### config.mk
export PLATFORM = sky130hd
export DESIGN_NAME = conv_window_ctrl
export DESIGN_NICKNAME = d
export VERILOG_FILES = /design/src/rtl/conv_window_ctrl.sv
export SDC_FILE = /design/constraint.sdc
export NUM_CORES = 1
export LEC_CHECK = 0
export CELL_PAD_IN_SITES_DETAIL_PLACEMENT = 1
export CELL_PAD_IN_SITES_GLOBAL_PLACEMENT = 2
export CORE_MARGIN = 2
export CORE_UTILIZATION = 35
export DETAILED_ROUTE_END_ITERATION = 7
export PLACE_DENSITY = 0.93
export SLEW_MARGIN = 15
export SYNTH_ARGS = -nofsm -noshare
export SYNTH_HDL_FRONTEND = slang
export SYNTH_SLANG_ARGS = --single-unit
### constraint.sdc
create_clock -name clk -period 5.3 [get_ports clk]
set_input_delay 0.795 -clock clk [delete_from_list [all_inputs] [get_ports clk]]
set_output_delay 0.795 -clock clk [all_outputs]
set_load 0.05 [all_outputs]
### src/rtl/conv_window_ctrl.sv
// conv_window_ctrl: 3x3 line-buffer sequencer (row preload, per-slice window issue, raster walk).
// Optional CONV_CTRL_STALL_STATS_EN adds a saturating stall_cnt output.
module conv_window_ctrl #(
  parameter int TI            = 3,
  parameter int INPUT_SIZE    = 16,
  parameter int INPUT_CHANNEL = 3,
  parameter int CNT_BITS      = 9
) (
  input  logic                clk,
  input  logic                rst_n,
  input  logic                start,
  input  logic                in_valid,
  output logic                in_ready,
  output logic                fire,
  input  logic                pe_ready,
  output logic                done,
  output logic [4:0]          slice_idx,
  output logic [CNT_BITS-1:0] out_col,
  output logic [CNT_BITS-1:0] out_row,
  output logic                busy,
  output logic                frame_done
`ifdef CONV_CTRL_STALL_STATS_EN
  ,
  output logic [15:0]         stall_cnt
`endif
);
  localparam int ITER   = INPUT_CHANNEL / TI;
  localparam int LOAD_N = 3 * ITER * INPUT_SIZE;
  localparam int ROW_N  = ITER * INPUT_SIZE;
  localparam int LW     = $clog2(LOAD_N + 1);
  typedef enum logic [2:0] {IDLE, LOAD, COMP, ROWLD, FIN} state_t;
  state_t              r_state;
  logic [LW-1:0]       r_load_cnt;
  logic [4:0]          r_slice;
  logic [CNT_BITS-1:0] r_col;
  logic [CNT_BITS-1:0] r_row;
  logic                w_load_last;
  logic                w_slice_last;
  logic                w_col_last;
  logic                w_row_last;
  assign in_ready     = (r_state == LOAD) || (r_state == ROWLD);
  assign fire         = in_valid && in_ready;
  assign done         = (r_state == COMP) && pe_ready;
  assign busy         = r_state != IDLE;
  assign frame_done   = r_state == FIN;
  assign slice_idx    = r_slice;
  assign out_col      = r_col;
  assign out_row      = r_row;
  assign w_load_last  = r_load_cnt == ((r_state == LOAD) ? LW'(LOAD_N - 1) : LW'(ROW_N - 1));
  assign w_slice_last = r_slice == 5'(TI - 1);
  assign w_col_last   = r_col == CNT_BITS'(INPUT_SIZE - 3);
  assign w_row_last   = r_row == CNT_BITS'(INPUT_SIZE - 3);
  always_ff @(posedge clk or negedge rst_n) begin
    if (!rst_n) begin
      r_state    <= IDLE;
      r_load_cnt <= '0;
      r_slice    <= '0;
      r_col      <= '0;
      r_row      <= '0;
    end else begin
      case (r_state)
        IDLE: if (start) begin
          r_state    <= LOAD;
          r_load_cnt <= '0;
          r_slice    <= '0;
          r_col      <= '0;
          r_row      <= '0;
        end
        LOAD, ROWLD: if (fire) begin
          r_load_cnt <= w_load_last ? '0 : r_load_cnt + 1'b1;
          if (w_load_last) r_state <= COMP;
        end
        // Window issue: slice fastest, then column, then row.
        COMP: if (pe_ready) begin
          r_slice <= w_slice_last ? '0 : r_slice + 1'b1;
          if (w_slice_last) begin
            r_col <= w_col_last ? '0 : r_col + 1'b1;
            if (w_col_last) begin
              r_state <= w_row_last ? FIN : ROWLD;
              if (!w_row_last) r_row <= r_row + 1'b1;
            end
          end
        end
        FIN:     r_state <= IDLE;
        default: r_state <= IDLE;
      endcase
    end
  end
`ifdef CONV_CTRL_STALL_STATS_EN
  logic [15:0] r_stall;
  logic        w_stall;
  assign w_stall   = ((r_state == COMP) && !pe_ready) || (in_ready && !in_valid);
  assign stall_cnt = r_stall;
  always_ff @(posedge clk or negedge rst_n) begin
    if (!rst_n) r_stall <= '0;
    else if (r_state == IDLE && start) r_stall <= '0;
    else if (w_stall && r_stall != 16'hFFFF) r_stall <= r_stall + 16'd1;
  end
`endif
endmodule

==> results of run 1 <==
-- report_power, final --
group	leakage, nW	switching [W]	internal [W]
Clock	0.0359	0.0000847	0.0000845
Combinational	0.536	0.000178	0.0000987
Sequential	0.399	0.0000500	0.000275
-- cell usage in the layout, fill, tap and decap left out, types with 2 or more instances in the layout --
cell,n
a211o_1,2
a211oi_1,2
a21o_1,3
a21oi_1,11
and2_1,3
and3_1,3
clkbuf_8,5
clkdlybuf4s50_1,32
dfrtp_1,32
ha_1,7
inv_1,9
mux2i_1,5
nand2_1,21
nand2b_1,8
nand3_1,11
nand4_1,8
nor2_1,10
nor3_1,3
nor4_1,4
nor4b_4,2
o21a_1,2
o21ai_0,12
o21ai_1,2
o22ai_1,4
o31ai_1,8
or3_1,3
or3b_1,2
or4_1,7
xor2_1,2
-- cells by family after synthesis --
family | after synthesis
AO/OA/AOI/OAI | 51
buffers and inverters | 16
flip-flops | 32
multiplexers | 6
XOR/XNOR | 3
AND/OR/NAND/NOR | 91
adder cells (fa/ha/maj) | 7
-- synthesized netlist by cell type (2+ instances only) --
master	n
nand2_1	21
and3_1	3
nand2b_1	8
or3_1	3
ha_1	7
dfrtp_1	32
a21o_1	3
nand3_1	11
nand4_1	8
nor4_1	4
o21ai_0	12
o21ai_1	2
and2_1	3
nor4b_4	2
a211o_1	2
clkbuf_1	2
inv_1	9
mux2i_1	5
o21a_1	2
or4_1	7
xor2_1	2
nor2_1	10
o31ai_1	8
a21oi_1	11
o22ai_1	4
nor3_1	3
buf_2	3
a211oi_1	2
or3b_1	2
-- worst max-delay path by stage --
stage               endpoint  slack [ns]
detailed placement      done        2.25
floorplan               fire        3.10
finish                  done        2.08
global placement        done        2.31
global route            done        2.00
CTS                     done        2.12
-- state kept, by name (all words and copies together), names as in the netlist --
signal and cells:
out_col 9, out_row 9, r_load_cnt 6, slice_idx 5, r_state 3
-- per-layer routing --
metal  routed length [um]  vias to the layer above
met5                    0                        -
met4                   23                        0
met3                  145                        4
met2                 2180                       29
met1                 2430                      832
li1                     -                      832
-- worst reg2reg max path, stage by stage (launching register included) --
cell     delay (ns)
dfrtp_1        0.51
or3b_1         0.55
a31oi_1        0.85
nor3_1         0.20
a21o_1         0.21
-- through the flow --
stage                      util  hold slack (ns)  power (W)
after detailed placement  0.440            0.506   0.000609
after floorplan               -            0.476   0.000513
after CTS                 0.454            0.521   0.000779
after global routing      0.454            0.561   0.000812
final                     0.454            0.513   0.000771
after global placement    0.440            0.497   0.000606
-- cell type report --
type                    instances  area (sq um)  share of cell area
multi-input cells             158          1040               0.441
flip-flops and latches         32           801               0.339
repair buffers                 33           328               0.139
well taps                      70          87.6              0.0371
clock buffers                   5          68.8              0.0291
inverters                       9          33.8              0.0143
==> flow_metrics.py, run 1 <==
metrics = {
    "run_status": {
        "outcome": "finished clean",
    },
    "clock_tree": {
        "cts_root_buf": "clkbuf_8",
        "postCtsResizedCells": 0,
        "postCtsHoldBufs": 0,
        "postCtsSetupBuffers": 0,
        "clockBufferDepth": 2,
        "clock_pin_transition_on_the_worst_setup_and_hold_timing_paths_ns": 0.06,
        "tritoncts_clock_tree": "done",
        "numCtsBuffers": 5,
        "htreeDepth": 2,
        "numClockSinks": 32,
        "worstSkewPairLatency_ns": 0.28,
    },
    "synth": {
        "synth_top_cell_area_share": 0.417,
        "synth.avg_cell_area_sq_um": 9.31,
        "synth_largest_area_cell": "dfrtp_1",
        "synth-main-ff-cell": "dfrtp_1",
        "synth_mux_area_frac": 0.0320,
        "syn-cell-area_sq_um": 1920,
        "synth_enable_flop_cells": 0,
        "synth_cells": 206,
        "synth_async_sr_flop_share": 1.00,
        "post_synth_fa_ha_maj_area_fraction": 0.0457,
        "yosys_warnings": 0,
        "yosys_register_bits": 32,
        "synth_top_family_by_area": "simple AND/OR/NAND/NOR gates",
        "synth_nets": 218,
        "yosysSeqAreaShare": 0.417,
        "synth.area.top_cells": "dfrtp_1 42%, ha_1 4.6%, nand2_1 4.1%",
        "synth_compound_gate_area_share": 0.170,
        "yosysUniqueCellTypes": 44,
        "synthXorXnorAreaFrac": 0.0137,
        "simple_logic_cell_fraction_of_the_synthesized_area": 0.282,
    },
    "timing": {
        "timing_hold_violations_final": 0,
        "maxSlewViolCount": 0,
        "postLayoutSetupSlackWorst_ns": 2.08,
        "post-route-min-period_ns": 3.22,
        "finalSetupViolCount": 0,
        "setup_skew_after_layout_ns": 0.00422,
        "fmax_mhz": 311,
        "worstMarginPinSlew_ns": 1.08,
        "sum_neg_setup_slack_ns": 0,
        "worst_slew_margin_rel": 0.276,
        "final.period_utilization": 0.607,
        "grt_setup_unrepaired": "false",
    },
    "setup_path": {
        "worstSetupEndpointType": "primary output",
        "startpoint": "r_state[0]$_DFFE_PN0P_",
        "crit_family": "simple AND/OR/NAND/NOR gates",
        "cp_num_buf_inv": 1,
        "cpPeakStageDelay_ns": 0.82,
        "start_kind": "flip-flop",
        "reg2reg_setup_slack_ns": 2.89,
        "worst-r2r-cell-count": 4,
        "rr_endpoint": "r_state[0]$_DFFE_PN0P_",
        "path_class": "reg2out",
        "critPathMaxFanout": 11,
        "crit_chain": "nor2_1, and3_1, clkdlybuf4s50_1",
        "worstPathRequired_ns": 4.51,
        "cp_slowest_cell": "clkdlybuf4s50_1",
        "r2r-start": "r_state[1]$_DFFE_PN0P_",
        "cp.arrival_ns": 2.42,
        "timing.critical_path.depth": 3,
    },
    "placed_design": {
        "placed_cell_count": 302,
        "routabilityCongestion": 0.763,
        "place_ws_ns": 2.25,
        "detailed_place_hpwl_um": 3460,
        "place_area_sq_um": 2290,
        "place.port_buffers": 32,
    },
    "global_routing": {
        "gr-total-overflow": 0,
        "total_routing_resource_utilization_after_global_routing": 0.170,
        "busiest_layer": "met2",
        "grt_use_met2": 0.265,
        "grt_first_pass_wirelength_um": 8220,
        "gr-usage-met1": 0.241,
        "vias_in_the_first_global_route": 1709,
        "antenna_found_initial": 0,
        "grt_util_met3": 0.0414,
        "grt_start_max_net_pins": 33,
    },
    "final_layout": {
        "area_growth_syn_to_layout_pct": 23.1,
        "diodes": 0,
        "filler_cell_count": 621,
        "final_area_sq_um": 2360,
        "final_layout_size_suffix_gt1_frac": 0.0549,
        "final-instance-count-excl-fill": 307,
        "nets": 251,
    },
    "worst_hold_path": {
        "hold_depth": 2,
        "timing.hold.worst.class": "reg2reg",
        "min_from": "r_load_cnt[1]$_DFFE_PN0P_",
        "worstHoldEndpoint": "r_load_cnt[1]$_DFFE_PN0P_",
    },
    "floorplan": {
        "core_area_sq_um": 5200,
        "floorplan.initialDensity": 0.369,
        "die_x_um": 78.0,
        "area_enclosed_by_the_die_boundary_sq_um": 6090,
        "chipHeight_um": 78.0,
        "num_io_pins": 33,
        "core.rowCount": 26,
    },
    "detailed_routing": {
        "drc": 0,
        "first_pass_iters": 4,
        "wl_um": 4780,
        "drt.antenna.violating_nets": 0,
        "number_of_drc_markers_after_the_initial_detailed_route_iteration": 105,
        "avgViaCountPerCell": 5.53,
        "vias": 1697,
        "routedWlPerCell_um": 15.6,
    },
    "power_and_ir_drop": {
        "vdd.ir_drop.worst_mv": 0.246,
        "power.static_leakage_nw": 0.971,
        "powerDensity_nw_per_um2": 327,
    },
    "flow_run": {
        "cap_viol_max_count": 0,
    },
}
No activity file was read; power rests on OpenSTA's default activity.
==> run 2: changes to the inputs <==
CORE_UTILIZATION = 32   (was 35)
PLACE_DENSITY = 0.87   (was 0.93)
clock period = 3.1 ns   (was 5.3 ns; I/O delays follow)
==> run 2 against run 1 <==
Critical path type unchanged. Setup slack lost 1.5 ns. Critical path depth grew 1. Die area grew 8.9%. Cell count grew 2.9%. Routed wire length grew 2.9%. Cell area grew 2.1%. Largest cell class unchanged.
==> flow_metrics.py, run 2 (synthesized netlist as in run 1, its figures left out) <==
metrics = {
    "run_status": {
        "outcome": "finished clean",
    },
    "timing": {
        "fmax_mhz": 398,
        "setup_skew_after_layout_ns": 0.00379,
        "maxSlewViolCount": 0,
        "finalSetupViolCount": 0,
        "worst_hold_slack_ns": 0.531,
        "worstMarginPinSlew_ns": 0.620,
        "timing_hold_violations_final": 0,
        "grt_setup_unrepaired": "false",
        "worst_slew_margin_rel": 0.583,
        "post-route-min-period_ns": 2.51,
        "sum_neg_setup_slack_ns": 0,
        "final.period_utilization": 0.810,
    },
    "floorplan": {
        "num_io_pins": 33,
        "core_area_sq_um": 5850,
        "die_x_um": 81.4,
        "area_enclosed_by_the_die_boundary_sq_um": 6630,
        "core.rowCount": 28,
        "floorplan.initialDensity": 0.328,
        "chipHeight_um": 81.4,
    },
    "final_layout": {
        "final_layout_size_suffix_gt1_frac": 0.0705,
        "layout_common_cells": "32 x clkdlybuf4s50_1, 32 x dfrtp_1, 21 x nand2_1, 12 x o21ai_0",
        "area_growth_syn_to_layout_pct": 25.6,
        "filler_cell_count": 690,
        "diodes": 0,
        "nets": 253,
    },
    "detailed_routing": {
        "drt.antenna.violating_nets": 0,
        "vias": 1699,
        "wl_um": 4920,
        "avgViaCountPerCell": 5.38,
        "number_of_drc_markers_after_the_initial_detailed_route_iteration": 76,
        "drc": 0,
        "routedWlPerCell_um": 15.6,
        "first_pass_iters": 4,
    },
    "setup_path": {
        "cpPeakStageDelay_ns": 0.80,
        "crit_chain": "nor2_1, buf_4, and3_1, clkdlybuf4s50_1",
        "worstPathRequired_ns": 2.63,
        "worstSetupEndpointType": "primary output",
        "cp.arrival_ns": 2.04,
        "cp_slowest_cell": "clkdlybuf4s50_1",
        "critPathMaxFanout": 11,
        "path_class": "reg2out",
        "start_kind": "flip-flop",
        "crit_family": "buffers and inverters",
        "cp_num_buf_inv": 2,
    },
    "clock_tree": {
        "tritoncts_clock_tree": "done",
        "numCtsBuffers": 5,
        "cts_root_buf": "clkbuf_8",
        "numClockSinks": 32,
        "htreeDepth": 2,
        "worstSkewPairLatency_ns": 0.28,
        "clock_pin_transition_on_the_worst_setup_and_hold_timing_paths_ns": 0.07,
        "postCtsSetupBuffers": 0,
        "clockBufferDepth": 2,
        "postCtsResizedCells": 0,
        "postCtsHoldBufs": 0,
    },
    "worst_hold_path": {
        "timing.hold.worst.class": "reg2reg",
    },
    "flow_run": {
        "cap_viol_max_count": 0,
    },
    "power_and_ir_drop": {
        "vdd.ir_drop.worst_mv": 0.253,
        "power.static_leakage_nw": 0.994,
        "powerDensity_nw_per_um2": 573,
    },
    "global_routing": {
        "gr-total-overflow": 0,
        "grt_first_pass_wirelength_um": 8050,
        "grt_start_max_net_pins": 33,
        "vias_in_the_first_global_route": 1637,
        "antenna_found_initial": 0,
        "total_routing_resource_utilization_after_global_routing": 0.162,
    },
    "placed_design": {
        "routabilityCongestion": 0.748,
        "detailed_place_hpwl_um": 3580,
        "place.port_buffers": 32,
    },
}
==> run 2: path summary, 6_finish.rpt <==
path	start	slack [ns]	endpoint	cells after the start
max reg2reg	slice_idx[0]$_DFFE_PN0P_	1.04	out_row[1]$_DFFE_PN0P_	7
max	r_state[0]$_DFFE_PN0P_	0.59	done	4
max in group asynchronous	rst_n	2.21	out_row[0]$_DFFE_PN0P_	2
min reg2reg	r_load_cnt[1]$_DFFE_PN0P_	0.53	r_load_cnt[1]$_DFFE_PN0P_	2
min in group asynchronous	rst_n	0.59	out_col[7]$_DFFE_PN0P_	2
min	r_load_cnt[1]$_DFFE_PN0P_	0.53	r_load_cnt[1]$_DFFE_PN0P_	2
==> run 2: routing by layer <==
layer / global-route usage / vias to the layer above / share of wire
met5: 0 / - / 0
met1: 0.218 / 829 / 0.49
li1: - / 834 / -
met4: 0.0661 / 0 / 0.017
met2: 0.254 / 31 / 0.46
met3: 0.0330 / 5 / 0.027
==> run 2: area by class of cell <==
cell class                 count  area, sq um  area share
clock buffer                   7         96.3      0.0400
timing repair buffer          35          343       0.142
multi-input combinational    158         1040       0.433
sequential                    32          801       0.332
inverter                       9         33.8      0.0140
tap                           75         93.8      0.0389
==> run 2: per-stage QoR <==
| stage | setup slack (ns) | std cells | power, W | instance area (sq um) | util |
|---|---|---|---|---|---|
| 2_1_floorplan | 0.968 | 206 | 0.000877 | 1920 | - |
| 3_3_place_gp | 0.717 | 309 | 0.00104 | 2310 | 0.395 |
| 3_5_place_dp | 0.723 | 309 | 0.00104 | 2310 | 0.395 |
| 4_1_cts | 0.584 | 316 | 0.00140 | 2410 | 0.412 |
| 5_1_grt | 0.519 | 316 | 0.00147 | 2410 | 0.412 |
| 6_report | 0.590 | 316 | 0.00138 | 2410 | 0.412 |
==> run 2: worst reg2reg max path, stage by stage, from the launching register on <==
cell and delay, ns:
dfrtp_1 0.43, inv_1 0.08, ha_1 0.14, nor4b_4 0.32, a31oi_1 0.14, buf_4 0.20, or4_1 0.52, o22ai_1 0.17
==> run 2: report_power, final <==
group          switching, W  internal, W
clock network      0.000156     0.000198
registers         0.0000847     0.000470
logic              0.000305     0.000168
==> run 3: changes to the inputs <==
clock period = 2.5 ns   (was 3.1 ns; I/O delays follow)
==> run 3 against run 2 <==
Highest routed layer unchanged. Clock skew is 0.00073 ns lower. Count of clock-buffer cells in the layout is 1 higher. Largest cell class unchanged. Utilization is 0.53 points higher. Hold slack worse by 0.024 ns. Setup slack worse by 0.40 ns. Non-clock buffer count is 4 higher. Sequential power is 23% higher. Critical path depth is 1 lower. Die area stayed put. Register-to-register slack worse by 0.77 ns. Cell area is 1.3% higher. First-iteration DRC count is 3.9% lower.
==> flow_metrics.py, run 3 (synthesized netlist as in run 1, its figures left out) <==
metrics = {
    "run_status": {
        "outcome": "finished clean",
    },
    "final_layout": {
        "filler_cell_count": 668,
        "area_growth_syn_to_layout_pct": 27.3,
        "post-route-util": 0.417,
        "final_area_sq_um": 2440,
        "nets": 257,
        "mostFrequentLayoutCell": "dfrtp_1",
        "diodes": 0,
        "layout_common_cells": "32 x dfrtp_1, 30 x clkdlybuf4s50_1, 21 x nand2_1, 12 x o21ai_0",
        "final_layout_size_suffix_gt1_frac": 0.0894,
    },
    "clock_tree": {
        "numClockSinks": 32,
        "postCtsHoldBufs": 0,
        "numCtsBuffers": 5,
        "clockBufferDepth": 2,
        "tritoncts_clock_tree": "done",
        "worstSkewPairLatency_ns": 0.28,
        "postCtsResizedCells": 0,
        "htreeDepth": 2,
        "postCtsSetupBuffers": 0,
        "clock_pin_transition_on_the_worst_setup_and_hold_timing_paths_ns": 0.07,
        "cts_root_buf": "clkbuf_8",
    },
    "global_routing": {
        "grt_start_max_net_pins": 33,
        "grt_first_pass_wirelength_um": 8670,
        "gr-total-overflow": 0,
        "antenna_found_initial": 0,
        "vias_in_the_first_global_route": 1779,
        "total_routing_resource_utilization_after_global_routing": 0.174,
    },
    "timing": {
        "setup_skew_after_layout_ns": 0.00306,
        "post-route-min-period_ns": 2.31,
        "worst_hold_slack_ns": 0.507,
        "fmax_mhz": 432,
        "finalSetupViolCount": 0,
        "worstMarginPinSlew_ns": 1.02,
        "worst_slew_margin_rel": 0.318,
        "timing_hold_violations_final": 0,
        "sum_neg_setup_slack_ns": 0,
        "grt_setup_unrepaired": "false",
        "final.period_utilization": 0.925,
        "maxSlewViolCount": 0,
    },
    "floorplan": {
        "floorplan.initialDensity": 0.328,
        "die_x_um": 81.4,
        "area_enclosed_by_the_die_boundary_sq_um": 6630,
        "core_area_sq_um": 5850,
        "num_io_pins": 33,
        "chipHeight_um": 81.4,
        "core.rowCount": 28,
    },
    "detailed_routing": {
        "drc": 0,
        "wl_um": 5110,
        "first_pass_iters": 4,
        "number_of_drc_markers_after_the_initial_detailed_route_iteration": 73,
        "vias": 1744,
        "avgViaCountPerCell": 5.43,
        "drt.antenna.violating_nets": 0,
        "routedWlPerCell_um": 15.9,
    },
    "setup_path": {
        "reg2reg_setup_slack_ns": 0.27,
        "worstPathRequired_ns": 2.12,
        "path_class": "reg2out",
        "rr_endpoint": "r_state[0]$_DFFE_PN0P_",
        "critPathMaxFanout": 8,
        "start_kind": "flip-flop",
        "r2r-start": "out_col[0]$_DFFE_PN0P_",
        "worstSetupEndpointType": "primary output",
        "cp.arrival_ns": 1.94,
        "worst-r2r-cell-count": 5,
    },
    "placed_design": {
        "place_area_sq_um": 2350,
        "detailed_place_hpwl_um": 3720,
        "place.port_buffers": 32,
        "routabilityCongestion": 0.807,
    },
    "power_and_ir_drop": {
        "total_power_w": 0.00173,
        "vdd.ir_drop.worst_mv": 0.376,
        "power.static_leakage_nw": 1.02,
        "powerDensity_nw_per_um2": 708,
    },
    "worst_hold_path": {
        "timing.hold.worst.class": "in2async",
    },
    "flow_run": {
        "cap_viol_max_count": 0,
    },
}
-- run 3: worst max-delay path by stage --
stage	slack [ns]	endpoint	start	cells past startpoint
after floorplan	0.37	out_col[7]$_DFFE_PN0P_	slice_idx[1]$_DFFE_PN0P_	6
after global placement	0.29	r_state[0]$_DFFE_PN0P_	out_col[0]$_DFFE_PN0P_	5
after detailed placement	0.27	r_state[0]$_DFFE_PN0P_	out_col[1]$_DFFE_PN0P_	6
after CTS	0.16	frame_done	r_state[1]$_DFFE_PN0P_	3
after global routing	0.07	r_state[0]$_DFFE_PN0P_	out_col[1]$_DFFE_PN0P_	6
final	0.19	frame_done	r_state[1]$_DFFE_PN0P_	3
-- run 3: area by class of cell --
cell class                      instances  area, sq um  area share
Timing Repair Buffer                   39          380       0.156
Clock buffer                            8         90.1      0.0369
Tap cell                               75         93.8      0.0384
Inverter                                9         33.8      0.0138
Sequential cell                        32          801       0.328
Multi-Input combinational cell        158         1040       0.427
-- run 3: layer usage --
layer,part of all wire,GRT usage
met1,0.47,0.226
met2,0.48,0.286
met3,0.034,0.0352
met4,0.013,0.0610
met5,0,0
-- run 3: metrics by stage --
stage                     setup WS [ns]  instances
after detailed placement          0.271        313
final                             0.186        321
after global placement            0.293        313
after CTS                         0.156        321
after floorplan                   0.368        206
after global routing             0.0745        321
-- run 3: where the power goes --
| group | total, W | internal, W | switching (W) |
|---|---|---|---|
| Sequential | 0.000682 | 0.000583 | 0.0000988 |
| Clock | 0.000416 | 0.000225 | 0.000192 |
| Combinational | 0.000630 | 0.000230 | 0.000400 |
-- run 3: critical path, stage by stage (launching register included) --
cell	delay [ns]
dfrtp_1	0.47
inv_1	0.19
and3_1	0.19
clkdlybuf4s50_1	0.80
